<file path="src/rtl/dmem_bridge_pkg.sv">
// Shared definitions for the data-memory bridge: FSM encoding, access types, abort data.
// No logic; imported by dmem_bridge and dmem_req_reg.
package dmem_bridge_pkg;

    typedef enum logic [1:0] {
        IDLE = 2'd0,
        REQ  = 2'd1,
        WAIT = 2'd2,
        DONE = 2'd3
    } state_t;

    localparam logic MEMACC_LOAD  = 1'b0;
    localparam logic MEMACC_STORE = 1'b1;

    // Returned to the core on an aborted load so the failure is visible in the data too.
    localparam logic [31:0] TIMEOUT_DATA = 32'hDEAD_BEEF;

endpackage

</file>
<file path="src/rtl/dmem_req_reg.sv">
// Capture register for the outgoing bus request (addr, wdata, we).
// Latency: one cycle from load to outputs.
// Backpressure: none; holds its value until the next load, so bus fields stay stable while stalled.
module dmem_req_reg
    import dmem_bridge_pkg::*;
#(
    parameter int ADDR_W = 32,
    parameter int DATA_W = 32
) (
    input  logic              clk,
    input  logic              rst,
    input  logic              load,
    input  logic [ADDR_W-1:0] addr_d,
    input  logic [DATA_W-1:0] wdata_d,
    input  logic              type_d,
    output logic [ADDR_W-1:0] addr_q,
    output logic [DATA_W-1:0] wdata_q,
    output logic              we_q
);

    always_ff @(posedge clk or posedge rst) begin
        if (rst) begin
            addr_q  <= '0;
            wdata_q <= '0;
            we_q    <= 1'b0;
        end else if (load) begin
            addr_q  <= addr_d;
            wdata_q <= wdata_d;
            we_q    <= (type_d == MEMACC_STORE);
        end
    end

endmodule

</file>
<file path="src/rtl/dmem_bridge.sv">
// Bridges the core's single-cycle data access to a valid/ready request + response-pulse bus.
// Latency: accept->REQ->WAIT->DONE, 3 cycles minimum; stall held high while the access is in flight.
// Backpressure: request held stable until bus_req_ready; optional abort via DMEM_TIMEOUT_EN.
module dmem_bridge
    import dmem_bridge_pkg::*;
#(
    parameter int ADDR_W  = 32,
    parameter int DATA_W  = 32,
    parameter int TIMEOUT = 255
) (
    input  logic              clk,
    input  logic              rst,
    input  logic              enable,
    input  logic [ADDR_W-1:0] core_addr,
    input  logic [DATA_W-1:0] core_wdata,
    input  logic              core_type,
    input  logic              core_valid,
    output logic [DATA_W-1:0] core_rdata,
    output logic              core_stall,
    output logic              core_err,
    output logic              bus_req_valid,
    input  logic              bus_req_ready,
    output logic              bus_req_we,
    output logic [ADDR_W-1:0] bus_req_addr,
    output logic [DATA_W-1:0] bus_req_wdata,
    input  logic              bus_rsp_valid,
    input  logic [DATA_W-1:0] bus_rsp_data
);

    state_t state, state_nxt;

    logic aligned;
    logic accept;
    logic load_req;
    logic rsp_take;
    logic timeout_hit;
    logic timeout_abort;
    logic misalign_err;

    assign aligned = (core_addr[1:0] == 2'b00);

    dmem_req_reg #(
        .ADDR_W (ADDR_W),
        .DATA_W (DATA_W)
    ) u_req_reg (
        .clk     (clk),
        .rst     (rst),
        .load    (load_req),
        .addr_d  (core_addr),
        .wdata_d (core_wdata),
        .type_d  (core_type),
        .addr_q  (bus_req_addr),
        .wdata_q (bus_req_wdata),
        .we_q    (bus_req_we)
    );

`ifdef DMEM_TIMEOUT_EN
    localparam int CNT_W = $clog2(TIMEOUT + 1);

    logic [CNT_W-1:0] to_cnt;
    logic [CNT_W-1:0] to_cnt_inc;

    assign to_cnt_inc  = to_cnt + 1'b1;
    assign timeout_hit = ((state == REQ) || (state == WAIT)) && (to_cnt_inc == CNT_W'(TIMEOUT));

    always_ff @(posedge clk or posedge rst) begin
        if (rst) begin
            to_cnt <= '0;
        end else if (load_req) begin
            to_cnt <= '0;
        end else if ((state == REQ) || (state == WAIT)) begin
            to_cnt <= to_cnt_inc;
        end
    end
`else
    assign timeout_hit = 1'b0;
`endif

    // A response arriving in the same cycle as the timeout completes normally.
    assign timeout_abort = timeout_hit && !((state == WAIT) && bus_rsp_valid);
    assign misalign_err  = accept && !aligned;

    always_ff @(posedge clk or posedge rst) begin
        if (rst) begin
            state <= IDLE;
        end else begin
            state <= state_nxt;
        end
    end

    always_comb begin
        state_nxt     = state;
        accept        = 1'b0;
        load_req      = 1'b0;
        rsp_take      = 1'b0;
        core_stall    = 1'b0;
        bus_req_valid = 1'b0;
        case (state)
            IDLE: begin
                accept = enable && core_valid;
                if (accept && aligned) begin
                    load_req   = 1'b1;
                    core_stall = 1'b1;
                    state_nxt  = REQ;
                end
            end
            REQ: begin
                core_stall    = 1'b1;
                bus_req_valid = !timeout_hit;
                if (timeout_hit) begin
                    state_nxt = DONE;
                end else if (bus_req_ready) begin
                    state_nxt = WAIT;
                end
            end
            WAIT: begin
                core_stall = 1'b1;
                if (bus_rsp_valid) begin
                    rsp_take  = 1'b1;
                    state_nxt = DONE;
                end else if (timeout_hit) begin
                    state_nxt = DONE;
                end
            end
            DONE: begin
                state_nxt = IDLE;
            end
            default: begin
                state_nxt = IDLE;
            end
        endcase
    end

    always_ff @(posedge clk or posedge rst) begin
        if (rst) begin
            core_rdata <= '0;
            core_err   <= 1'b0;
        end else begin
            core_err <= misalign_err || timeout_abort;
            if (bus_req_we == MEMACC_LOAD) begin
                if (rsp_take) begin
                    core_rdata <= bus_rsp_data;
                end else if (timeout_abort) begin
                    core_rdata <= DATA_W'(TIMEOUT_DATA);
                end
            end
        end
    end

endmodule

</file>
<file path="config.mk">
export PLATFORM = sky130hd
export DESIGN_NAME = dmem_bridge
export DESIGN_NICKNAME = d
export VERILOG_FILES = /design/src/rtl/dmem_bridge_pkg.sv /design/src/rtl/dmem_req_reg.sv /design/src/rtl/dmem_bridge.sv
export SDC_FILE = /design/constraint.sdc
export NUM_CORES = 1
export LEC_CHECK = 0
export CAP_MARGIN = 5
export CORE_MARGIN = 2
export CORE_UTILIZATION = 40
export DETAILED_ROUTE_END_ITERATION = 8
export PLACE_DENSITY_LB_ADDON = 0.2
export SLEW_MARGIN = 0
export SYNTH_ARGS = -nofsm -noshare
export SYNTH_HDL_FRONTEND = slang
export SYNTH_SLANG_ARGS = --single-unit
</file>
<file path="constraint.sdc">
create_clock -name clk -period 3.92 [get_ports clk]
set_input_delay 0.588 -clock clk [delete_from_list [all_inputs] [get_ports clk]]
set_output_delay 0.588 -clock clk [all_outputs]
set_load 0.02 [all_outputs]
</file>
== Word-level counts from Yosys, hierarchy flattened ==
Cells that the tools add are included.
Storage, ports and cells
  word-level logic and storage cells: 33
  output and inout bits: 100
  bits of input ports: 103
  flip-flop bits (word level): 100
Operators by class
  muxes and demuxes: 11
  reductions and logical operators: 9
  eq/ne operators: 6
  bitwise gates (word level): 1
Operator list (number)
  $pmux W2 S4: 1
  $mux W1: 6
  $mux W2: 3
  $ne A2 B2 Y1 const B: 3
  $eq A2 B2 Y1 const B: 2
  $logic_not A2 Y1: 2
  $logic_and A1 B1 Y1: 3
  $reduce_and A3 Y1: 1
  $eq A2 B1 Y1 const B: 1
  $pmux W1 S2: 1
  $reduce_and A2 Y1: 1
  $reduce_or A2 Y1: 1
  $logic_not A1 Y1: 1
  $not A1 Y1: 1

== Depth between registers and ports, before layout ==
Gate-level depths: netlist (run 1).
  word-level depth: 4
  gate-level depth with buffers: 7
  mapped depth without buffers: 5

== Hierarchy ==
Synthesis (run 1) repeated with hierarchy kept, for this count alone.
Unflattened totals
  cell total of the unflattened synthesis: 229
  area total of the unflattened synthesis: 4036.4 sq um
By module, submodules not included
  dmem_req_reg: cells an instance 138, area each 2622.5 sq um, seq. area each 1626.6 sq um, times used 1
  dmem_bridge: cells an instance 91, area each 1413.9 sq um, seq. area each 875.8 sq um, times used 1

== Worst setup path before layout (run 1) ==
No wires, ideal clock.
  kind: register -> output
  from: reg state[0]
  to: out core_stall
  stages on the path, launching flop included: 8
  setup slack: 1.593 ns
  path buffers: 2
  data required time: 3.332 ns
  data arrival time: 1.739 ns
  cells stage by stage: dfrtp_1 inv_1 ha_1 nand3_1 or3_4 buf_6 buf_6 a21oi_1
Between the ends
  word-level cells in the longest chain between the ends: 3
  elaborated cells between the ends (all ways): 5
  classes of those cells: eq/ne: 2; mux: 1; reduce/logical: 2
Ends and longest elaborated chain
  start, declared: line dmem_bridge.sv:30  | state_t state, state_nxt;
  start signal, assigned: line dmem_bridge.sv:87  | state <= state_nxt;
  $eq A2 B2 Y1 / $eq A2 B1 Y1 (equally long branches): line dmem_bridge.sv:98  | case (state)
  $reduce_or A2 Y1 (no line)
  $pmux W1 S2 (*): line dmem_bridge.sv:98
  end, declared: line dmem_bridge.sv:19  | output logic core_stall,
Every way passes the cells marked *; elsewhere a longest branch is shown, timed or not.

== Worst setup path in the final report (run 1) ==
Ends and elaborated chain as after synthesis.

==> results.md, run 1 <==
• **WL final** 9180 um
• **# setup viols final** 0
• **max frequency** 0.336 GHz
• **n_diodes** 0
• **half-perimeter wire length of the detailed placement result** 6760 um
• **clock period minus worst slack** 2.98 ns
• **number of instances in the synthesized netlist** 229
• **cell-by-cell listing of the critical path** inv_1 > ha_1 > nand3_1 > or3_4 > a21oi_1 > clkdlybuf4s50_1
• **leakage power figure** 2.86 nW
• **syn_nets** 337
• **area share of the largest cell type after synthesis** 0.630
• **max-slew violation count** 0
• **Power per Cell Area** 808 nW/um^2
• **slowest CP cell** sky130_fd_sc_hd__clkdlybuf4s50_1
• **Die Height** 104 um
• **leading register cell type out of synthesis** sky130_fd_sc_hd__dfrtp_1
• **Fin Setup TNS** 0 ns
• **measured slew at the worst slew-check pin** 1.04 ns
• **largest incremental delay on the critical path** 0.64 ns
• **skew final** 0.0112 ns
• **H-tree depth** 3
• **largest voltage drop on the vdd net** 0.420 mV
• **global-route wire length before repair** 14800 um
• **total standard cell area after synthesis** 3970 um^2
• **total via count in the routed design** 2654
• **worst-path maximum fanout** 4
• **net count of the finished layout** 544
• **number of buffers added by the clock tree synthesis step** 9
• **buffer cell driving the clock tree root** sky130_fd_sc_hd__clkbuf_8
• **run status** finished, final reports clean
• **# resized after CTS** 0
• **Row Count** 36
• **Vias per Instance** 4.62
• **Crit path arrival time** 2.39 ns
• **worst-case setup margin in the final layout** 0.945 ns
• **buffers plus inverters on the worst setup path** 2
• **via count of the first global-routing pass** 2852
• **DRT antenna net count** 0
• **critical path capture point type** primary output
• **core area** 9680 um^2
• **gp weighted congestion** 0.793
• **WHS** 0.499 ns
• **number of standard cells in the final layout excluding fillers** 574
• **cell count after placement** 558
• **sort of element at the start of the critical path** flop
• **number of clock sinks** 100
• **pin count of the biggest net entering global routing** 72
• **input/output buffers** 202
• **Initial Utilization** 0.410
• **Place WS** 0.989 ns
• **Yosys reg bits** 100
• **global routing usage summed across all routing layers** 0.174
• **mean area per synthesized cell** 17.3 um^2
• **Layout Area Growth over Synthesis** 58.5%
• **TritonCTS clock tree** done
• **most used standard cell by instance count after synthesis** sky130_fd_sc_hd__dfrtp_1
• **hold crit path type** reg -> reg
• **number of antenna violations at the first check in global routing** 0
• **number of iterations in the first detailed-routing pass** 4
• **layout cell share with drive strength beyond 1** 0.265
• **part of the cycle the worst path needs** 0.759
• **Synth area leader** sky130_fd_sc_hd__dfrtp_1
• **number of enable-type register cells in the synthesized netlist** 0
• **count of pins on the block boundary** 203
• **Clock Path Buffers** 2
• **cell types occupying the most area after synthesis** sky130_fd_sc_hd__dfrtp_1 63%, sky130_fd_sc_hd__mux2_2 16%, sky130_fd_sc_hd__mux2_4 14%, sky130_fd_sc_hd__ha_1 1.6%, sky130_fd_sc_hd__buf_6 1.4%
• **Die Width** 104 um
• **First DRT Iteration DRCs** 55
• **headroom to the max-slew limit** 0.304
• **register area share after synthesis** 0.630
• **total of warnings raised by yosys** 0
• **number of library cell types mapped by synthesis** 16
• **CTS Hold Bufs** 0
• **unrepaired setup endpoints after global routing** false
• **maxcap violations** 0
• **critical path class** reg -> out
• **Routed WL per cell** 16.0 um
• **most numerous cell types in the synthesized netlist** 100 x sky130_fd_sc_hd__dfrtp_1, 58 x sky130_fd_sc_hd__mux2_2, 37 x sky130_fd_sc_hd__mux2_4, 6 x sky130_fd_sc_hd__inv_1
• **Worst-path clk slew** 0.09 ns
• **drc violations** 0
• **final-report hold violation count** 0
• **fraction of synthesis flops using an asynchronous set or reset pin** 1.00
• **number of setup buffers added after CTS** 0
• **largest delay contributor family on the critical path** buffers and inverters
• **required time worst endpoint** 3.33 ns
• **area of the die** 10700 um^2
• **GR Overflow Total** 0
• **insertion delay to the later sink of the worst-skew pair** 0.36 ns
[layer usage]
layer	GRT usage	wire length (um)	vias up
met1	0.215	3780	1319
met2	0.288	4520	112
met3	0.0478	652	15
met5	0	0	-
met4	0.0772	219	0
li1	-	-	1208
[layout by cell type (no fill, tap or decap), drive strengths merged, types with 2 or more instances in the layout]
master	netlist	routed
mux2	95	95
clkdlybuf4s50	0	202
mux2i	2	2
buf	10	4
inv	6	9
ha	5	5
nor2	3	3
clkinv	0	3
dfrtp	100	100
and2	2	2
clkbuf	0	10
[state kept, by name (all words and copies together), names as in the netlist]
name / cells
core_rdata: 32
u_req_reg.we_q: 1
state: 2
u_req_reg.addr_q: 32
u_req_reg.wdata_q: 32
core_err: 1
[power breakdown]
part | leakage [nW] | switching, mW | internal [mW]
sequential | 1.23 | 0.265 | 1.54
clock | 0.0974 | 0.357 | 0.254
combinational | 1.52 | 1.16 | 1.50
[final timing paths]
check	startpoint	end	slack (ns)	cells after the start
min reg2reg	u_req_reg.addr_q[1]$_DFFE_PP0P_	u_req_reg.addr_q[1]$_DFFE_PP0P_	0.50	1
max	state[0]$_DFFE_PP0P_	core_stall	0.94	6
min in group asynchronous	rst	core_rdata[20]$_DFFE_PP0P_	0.77	2
max in group asynchronous	rst	u_req_reg.addr_q[7]$_DFFE_PP0P_	2.41	3
max reg2reg	state[0]$_DFFE_PP0P_	u_req_reg.addr_q[18]$_DFFE_PP0P_	1.58	6
min	u_req_reg.addr_q[1]$_DFFE_PP0P_	u_req_reg.addr_q[1]$_DFFE_PP0P_	0.50	1
[layout make-up]
| class | instances | area [um^2] |
|---|---|---|
| repair buffers | 206 | 2050 |
| clock buffers | 10 | 138 |
| inverters | 6 | 25.0 |
| fillers | 728 | 3390 |
| well taps | 133 | 166 |
| multi-input cells | 113 | 1370 |
| flip-flops and latches | 100 | 2500 |
| clock inverters | 6 | 45.0 |
[per-stage QoR]
stage                     power [mW]   util  area [um^2]
after CTS                       5.15  0.650         6290
after floorplan                 3.19      -         3970
after global routing            5.35  0.650         6290
final                           5.09  0.650         6290
after global placement          4.45  0.631         6110
after detailed placement        4.52  0.631         6110
[logic make-up after synthesis]
family	count (synthesis)	share of synthesized area
flip-flops	100	0.630
buffers and inverters	16	0.0261
AND/OR/NAND/NOR	9	0.0148
adder cells (fa/ha/maj)	5	0.0158
AO/OA/AOI/OAI	2	0.00378
multiplexers	97	0.309
Note: power is estimated with default switching activity, not from simulation.
==> inputs of run 2 (changes only) <==
Clock period 3.92 ns to 2.8 ns, I/O delays scaled along.
==> run 2 against run 1 <==
Cell area rose by 0.70%. Register-to-register slack got worse by 1.1 ns. Sequential share of layout area fell by 0.27 points. Die area unchanged. Global-route usage is essentially flat. Non-clock buffer count is 1 lower. Clock skew down 0.0036 ns. Via count fell by 0.90%. Critical path depth unchanged. Combinational power rose by 40%. Hold slack lost 0.0015 ns. Clock power up 63%. Highest routed layer unchanged.
==> results.md, run 2 (synthesized netlist as in run 1, its figures left out) <==
• **hold crit path type** reg -> reg
• **largest registers in the final layout** core_rdata: 32 flops, u_req_reg.addr_q: 32 flops, u_req_reg.wdata_q: 32 flops
• **gp weighted congestion** 0.697
• **headroom to the max-slew limit** 0.315
• **GR Overflow Total** 0
• **Routed WL per cell** 16.0 um
• **worst-path maximum fanout** 4
• **Crit path arrival time** 1.94 ns
• **Power per Cell Area** 1140 nW/um^2
• **Vias per Instance** 4.59
• **largest voltage drop on the vdd net** 0.576 mV
• **global routing usage summed across all routing layers** 0.174
• **max-slew violation count** 0
• **DRT antenna net count** 0
• **largest incremental delay on the critical path** 0.41 ns
• **TritonCTS clock tree** done
• **cell-by-cell listing of the critical path** inv_1 > ha_1 > nand3_1 > or3_4 > a21oi_1 > dlymetal6s2s_1
• **slowest CP cell** sky130_fd_sc_hd__dfrtp_1
• **number of setup buffers added after CTS** 0
• **total via count in the routed design** 2630
• **Non-Filler Cell Area, Final** 6340 um^2
• **run status** finished, final reports clean
• **post-place instance area** 6120 um^2
• **Clock Path Buffers** 2
• **number of buffers added by the clock tree synthesis step** 9
• **Row Count** 36
• **insertion delay to the later sink of the worst-skew pair** 0.35 ns
• **half-perimeter wire length of the detailed placement result** 6560 um
• **CTS Hold Bufs** 0
• **Initial Utilization** 0.410
• **n_diodes** 0
• **WL final** 9170 um
• **count of pins on the block boundary** 203
• **measured slew at the worst slew-check pin** 1.03 ns
• **part of the total power dissipated in sequential elements** 0.347
• **input/output buffers** 202
• **number of antenna violations at the first check in global routing** 0
• **H-tree depth** 3
• **Layout Area Growth over Synthesis** 59.6%
• **global-route wire length before repair** 14600 um
• **via count of the first global-routing pass** 2785
• **unrepaired setup endpoints after global routing** false
• **critical path capture point type** primary output
• **layout cell share with drive strength beyond 1** 0.259
• **required time worst endpoint** 2.38 ns
• **area of the die** 10700 um^2
• **Worst-path clk slew** 0.09 ns
• **buffer cell driving the clock tree root** sky130_fd_sc_hd__clkbuf_8
• **clock period minus worst slack** 2.36 ns
• **cell-internal power** 4.79 mW
• **Die Height** 104 um
• **Logic pwr share** 0.515
• **# setup viols final** 0
• **part of the cycle the worst path needs** 0.842
• **core area** 9680 um^2
• **# resized after CTS** 0
• **share of the core filled with cells in the final layout** 0.654
• **highest-count cells in the layout ignoring fill and taps** 201 x sky130_fd_sc_hd__clkdlybuf4s50_1, 100 x sky130_fd_sc_hd__dfrtp_1, 58 x sky130_fd_sc_hd__mux2_2, 37 x sky130_fd_sc_hd__mux2_4, 10 x sky130_fd_sc_hd__clkbuf_8
• **final-report hold violation count** 0
• **pin count of the biggest net entering global routing** 101
• **number of iterations in the first detailed-routing pass** 4
• **fillers** 747
• **max frequency** 0.424 GHz
• **number of clock sinks** 100
• **critical path class** reg -> out
• **drc violations** 0
• **maxcap violations** 0
• **net count of the finished layout** 543
• **Fin Setup TNS** 0 ns
• **most common cell after layout, fill and taps aside** sky130_fd_sc_hd__clkdlybuf4s50_1
• **First DRT Iteration DRCs** 71
• **skew final** 0.00757 ns
• **switching portion of total power** 0.339
• **sort of element at the start of the critical path** flop
• **leakage power figure** 2.87 nW
• **Die Width** 104 um
• **power spent charging and discharging nets** 2.46 mW
• **proportion of power drawn by the clock network** 0.138
run 2: cell count changes in the layout (fill, tap and decap cells not counted), sizes merged:
cell | previous run | this run
dlymetal6s2s | 0 | 1
clkbuf | 10 | 12
clkinv | 3 | 1
buf | 4 | 3
inv | 9 | 5
clkinvlp | 0 | 2
clkdlybuf4s50 | 202 | 201
bufinv | 0 | 2
run 2: worst paths after layout:
| kind | start | end | slack [ns] | cells after the start |
|---|---|---|---|---|
| setup / recovery | state[0]$_DFFE_PP0P_ | core_stall | 0.44 | 6 |
| hold / removal | u_req_reg.addr_q[0]$_DFFE_PP0P_ | u_req_reg.addr_q[0]$_DFFE_PP0P_ | 0.50 | 1 |
| setup reg to reg | state[0]$_DFFE_PP0P_ | u_req_reg.addr_q[18]$_DFFE_PP0P_ | 0.47 | 6 |
| hold reg to reg | u_req_reg.addr_q[0]$_DFFE_PP0P_ | u_req_reg.addr_q[0]$_DFFE_PP0P_ | 0.50 | 1 |
| max in group asynchronous | rst | u_req_reg.addr_q[2]$_DFFE_PP0P_ | 1.84 | 3 |
| min in group asynchronous | rst | core_rdata[22]$_DFFE_PP0P_ | 0.53 | 3 |
run 2: power groups by stage:
stage | clock network, mW | registers (mW) | logic, mW
4_1_cts | 1.04 | 2.52 | 3.79
5_1_grt | 1.09 | 2.61 | 3.90
2_1_floorplan | 0 | 3.41 | 1.05
3_3_place_gp | 0 | 2.51 | 3.73
6_report | 1.00 | 2.52 | 3.73
3_5_place_dp | 0 | 2.55 | 3.77
run 2: layout make-up:
| class | instances | area (um^2) | area share |
|---|---|---|---|
| inverter | 6 | 26.3 | 0.00415 |
| tap | 133 | 166 | 0.0263 |
| multi-input combinational | 113 | 1370 | 0.215 |
| sequential | 100 | 2500 | 0.395 |
| timing repair buffer | 205 | 2060 | 0.325 |
| clock buffer | 12 | 145 | 0.0229 |
| clock inverter | 4 | 72.6 | 0.0115 |
run 2: routing by layer:
metal	up-vias	wire length [um]	track usage
met4	0	179	0.0792
met1	1287	3820	0.212
met2	127	4290	0.273
li1	1202	-	-
met5	-	0	0
met3	14	881	0.0699
run 2: critical path: cells and delay by family, from the launching register on:
family	cells	cell delay [ns]
adders and majority gates	1	0.20
AOI/OAI and AO/OA	1	0.15
DFF	1	0.41
and+or+nand+nor	2	0.44
buffers and inverters	2	0.38
run 2: stage by stage:
stage | instances | hold WS [ns] | setup WS (ns) | total power, mW
floorplan | 229 | 0.558 | 0.641 | 4.47
global placement | 557 | 0.472 | 0.280 | 6.24
detailed placement | 557 | 0.476 | 0.272 | 6.31
CTS | 573 | 0.499 | 0.0159 | 7.35
global route | 573 | 0.523 | 0.303 | 7.60
finish | 573 | 0.497 | 0.444 | 7.25
==> inputs of run 3 (changes only) <==
Clock period 2.8 ns to 2.18 ns, I/O delays scaled along.
==> run 3 against run 2 <==
Count of clock-buffer cells in the layout is the same. Sequential share of layout area fell by 0.39 points. Critical path depth did not move. Routed wire length increased by 2.0%. Largest power group unchanged. Highest routed layer unchanged.
==> results.md, run 3 (synthesized netlist as in run 1, its figures left out) <==
• **run status** finished, final reports clean
• **headroom to the max-slew limit** 0.516
• **hold crit path type** in -> async
• **half-perimeter wire length of the detailed placement result** 6850 um
• **global-route wire length before repair** 15200 um
• **Routed WL per cell** 16.1 um
• **Power per Cell Area** 1450 nW/um^2
• **power spent charging and discharging nets** 3.22 mW
• **First DRT Iteration DRCs** 43
• **gp weighted congestion** 0.715
• **input/output buffers** 202
• **unrepaired setup endpoints after global routing** false
• **n_diodes** 0
• **critical path capture point type** primary output
• **DRT antenna net count** 0
• **clock period minus worst slack** 2.06 ns
• **proportion of power drawn by the clock network** 0.119
• **Layout Area Growth over Synthesis** 61.2%
• **cell-by-cell listing of the critical path** inv_1 > ha_4 > nand3_1 > or3_4 > a21oi_4 > buf_6
• **Worst-path clk slew** 0.09 ns
• **buffer cell driving the clock tree root** sky130_fd_sc_hd__clkbuf_8
• **maxcap violations** 0
• **count of pins on the block boundary** 203
• **TritonCTS clock tree** done
• **Vias per Instance** 4.61
• **pin count of the biggest net entering global routing** 66
• **worst-path maximum fanout** 2
• **cell-internal power** 6.07 mW
• **buffers plus inverters on the worst setup path** 2
• **number of buffers added by the clock tree synthesis step** 9
• **final-report hold violation count** 0
• **leakage power figure** 2.91 nW
• **Row Count** 36
• **drc violations** 0
• **post-place instance area** 6180 um^2
• **part of the total power dissipated in sequential elements** 0.350
• **via count of the first global-routing pass** 2943
• **# setup viols final** 0
• **core area** 9680 um^2
• **Die Width** 104 um
• **max frequency** 0.486 GHz
• **number of antenna violations at the first check in global routing** 0
• **required time worst endpoint** 1.85 ns
• **most common cell after layout, fill and taps aside** sky130_fd_sc_hd__clkdlybuf4s50_1
• **number of iterations in the first detailed-routing pass** 4
• **Initial Utilization** 0.410
• **critical path class** reg -> out
• **number of clock sinks** 100
• **slowest CP cell** sky130_fd_sc_hd__dfrtp_1
• **Non-Filler Cell Area, Final** 6400 um^2
• **skew final** 0.00888 ns
• **part of the cycle the worst path needs** 0.944
• **max-slew violation count** 0
• **total via count in the routed design** 2674
• **layout cell share with drive strength beyond 1** 0.282
• **global routing usage summed across all routing layers** 0.179
• **area of the die** 10700 um^2
• **largest voltage drop on the vdd net** 0.801 mV
• **Crit path arrival time** 1.73 ns
• **sort of element at the start of the critical path** flop
• **WHS** 0.410 ns
• **highest-count cells in the layout ignoring fill and taps** 200 x sky130_fd_sc_hd__clkdlybuf4s50_1, 100 x sky130_fd_sc_hd__dfrtp_1, 58 x sky130_fd_sc_hd__mux2_2, 37 x sky130_fd_sc_hd__mux2_4, 12 x sky130_fd_sc_hd__clkbuf_8
• **Clock Path Buffers** 2
• **measured slew at the worst slew-check pin** 0.726 ns
• **net count of the finished layout** 550
• **switching portion of total power** 0.346
• **WL final** 9350 um
• **GR Overflow Total** 0
• **insertion delay to the later sink of the worst-skew pair** 0.35 ns
• **largest incremental delay on the critical path** 0.38 ns
• **Die Height** 104 um
• **Logic pwr share** 0.531
• **largest delay contributor family on the critical path** simple AND/OR/NAND/NOR gates
• **largest registers in the final layout** core_rdata: 32 flops, u_req_reg.addr_q: 32 flops, u_req_reg.wdata_q: 32 flops
• **H-tree depth** 3
## run 3: power groups by stage
stage          Combinational, mW  Sequential [mW]  Clock [mW]
6_report                    4.93             3.25        1.11
5_1_grt                     5.18             3.36        1.23
4_1_cts                     4.92             3.26        1.15
3_5_place_dp                4.92             3.29           0
3_3_place_gp                4.85             3.24           0
2_1_floorplan               1.35             4.39           0
## run 3: path summary, 6_finish.rpt
| kind | start | endpoint | slack, ns | depth (start not counted) |
|---|---|---|---|---|
| setup / recovery | state[1]$_DFFE_PP0P_ | core_stall | 0.12 | 6 |
| hold / removal | rst | u_req_reg.wdata_q[15]$_DFFE_PP0P_ | 0.41 | 3 |
| min in group clk | u_req_reg.addr_q[1]$_DFFE_PP0P_ | u_req_reg.addr_q[1]$_DFFE_PP0P_ | 0.50 | 1 |
| max in group asynchronous | rst | u_req_reg.addr_q[8]$_DFFE_PP0P_ | 1.24 | 3 |
| hold reg to reg | u_req_reg.addr_q[1]$_DFFE_PP0P_ | u_req_reg.addr_q[1]$_DFFE_PP0P_ | 0.50 | 1 |
| setup reg to reg | state[0]$_DFFE_PP0P_ | u_req_reg.addr_q[17]$_DFFE_PP0P_ | 0.21 | 6 |
## run 3: worst min-delay path, cell delays in order
cell and delay, ns:
sky130_fd_sc_hd__clkdlybuf4s50_1 0.45, sky130_fd_sc_hd__clkinvlp_4 0.11, sky130_fd_sc_hd__buf_12 0.27
## run 3: layout make-up
| type | instances | area (um^2) |
|---|---|---|
| timing repair buffer | 212 | 2130 |
| clock inverter | 4 | 22.5 |
| tap | 133 | 166 |
| sequential | 100 | 2500 |
| inverter | 6 | 26.3 |
| clock buffer | 12 | 165 |
| fill | 728 | 3280 |
| multi-input combinational | 113 | 1390 |
## run 3: per-stage QoR
stage	instances	total power [mW]	util	setup TNS, ns	setup slack [ns]
5_1_grt	580	9.76	0.661	0	0.0185
3_5_place_dp	564	8.21	0.638	-8.27	-0.188
3_3_place_gp	564	8.09	0.638	-7.31	-0.157
4_1_cts	580	9.34	0.658	0	0.00212
6_report	580	9.29	0.661	0	0.122
2_1_floorplan	229	5.74	-	0	0.114
## run 3: metal layers
metal / GRT usage / up-vias / wire length, um
met4: 0.0724 / 0 / 160
li1: - / 1214 / -
met1: 0.212 / 1320 / 3870
met2: 0.290 / 127 / 4430
met3: 0.0711 / 13 / 893
met5: 0 / - / 0
## run 3: timing repair
action | 4_1_cts | 5_1_grt
pin swaps | 0 | 1
endpoints found under the hold margin | 0 | 0
setup endpoints to repair | 27 | 1
hold buffers | 0 | 0
setup buffers | 0 | 0
resized for setup | 5 | 7
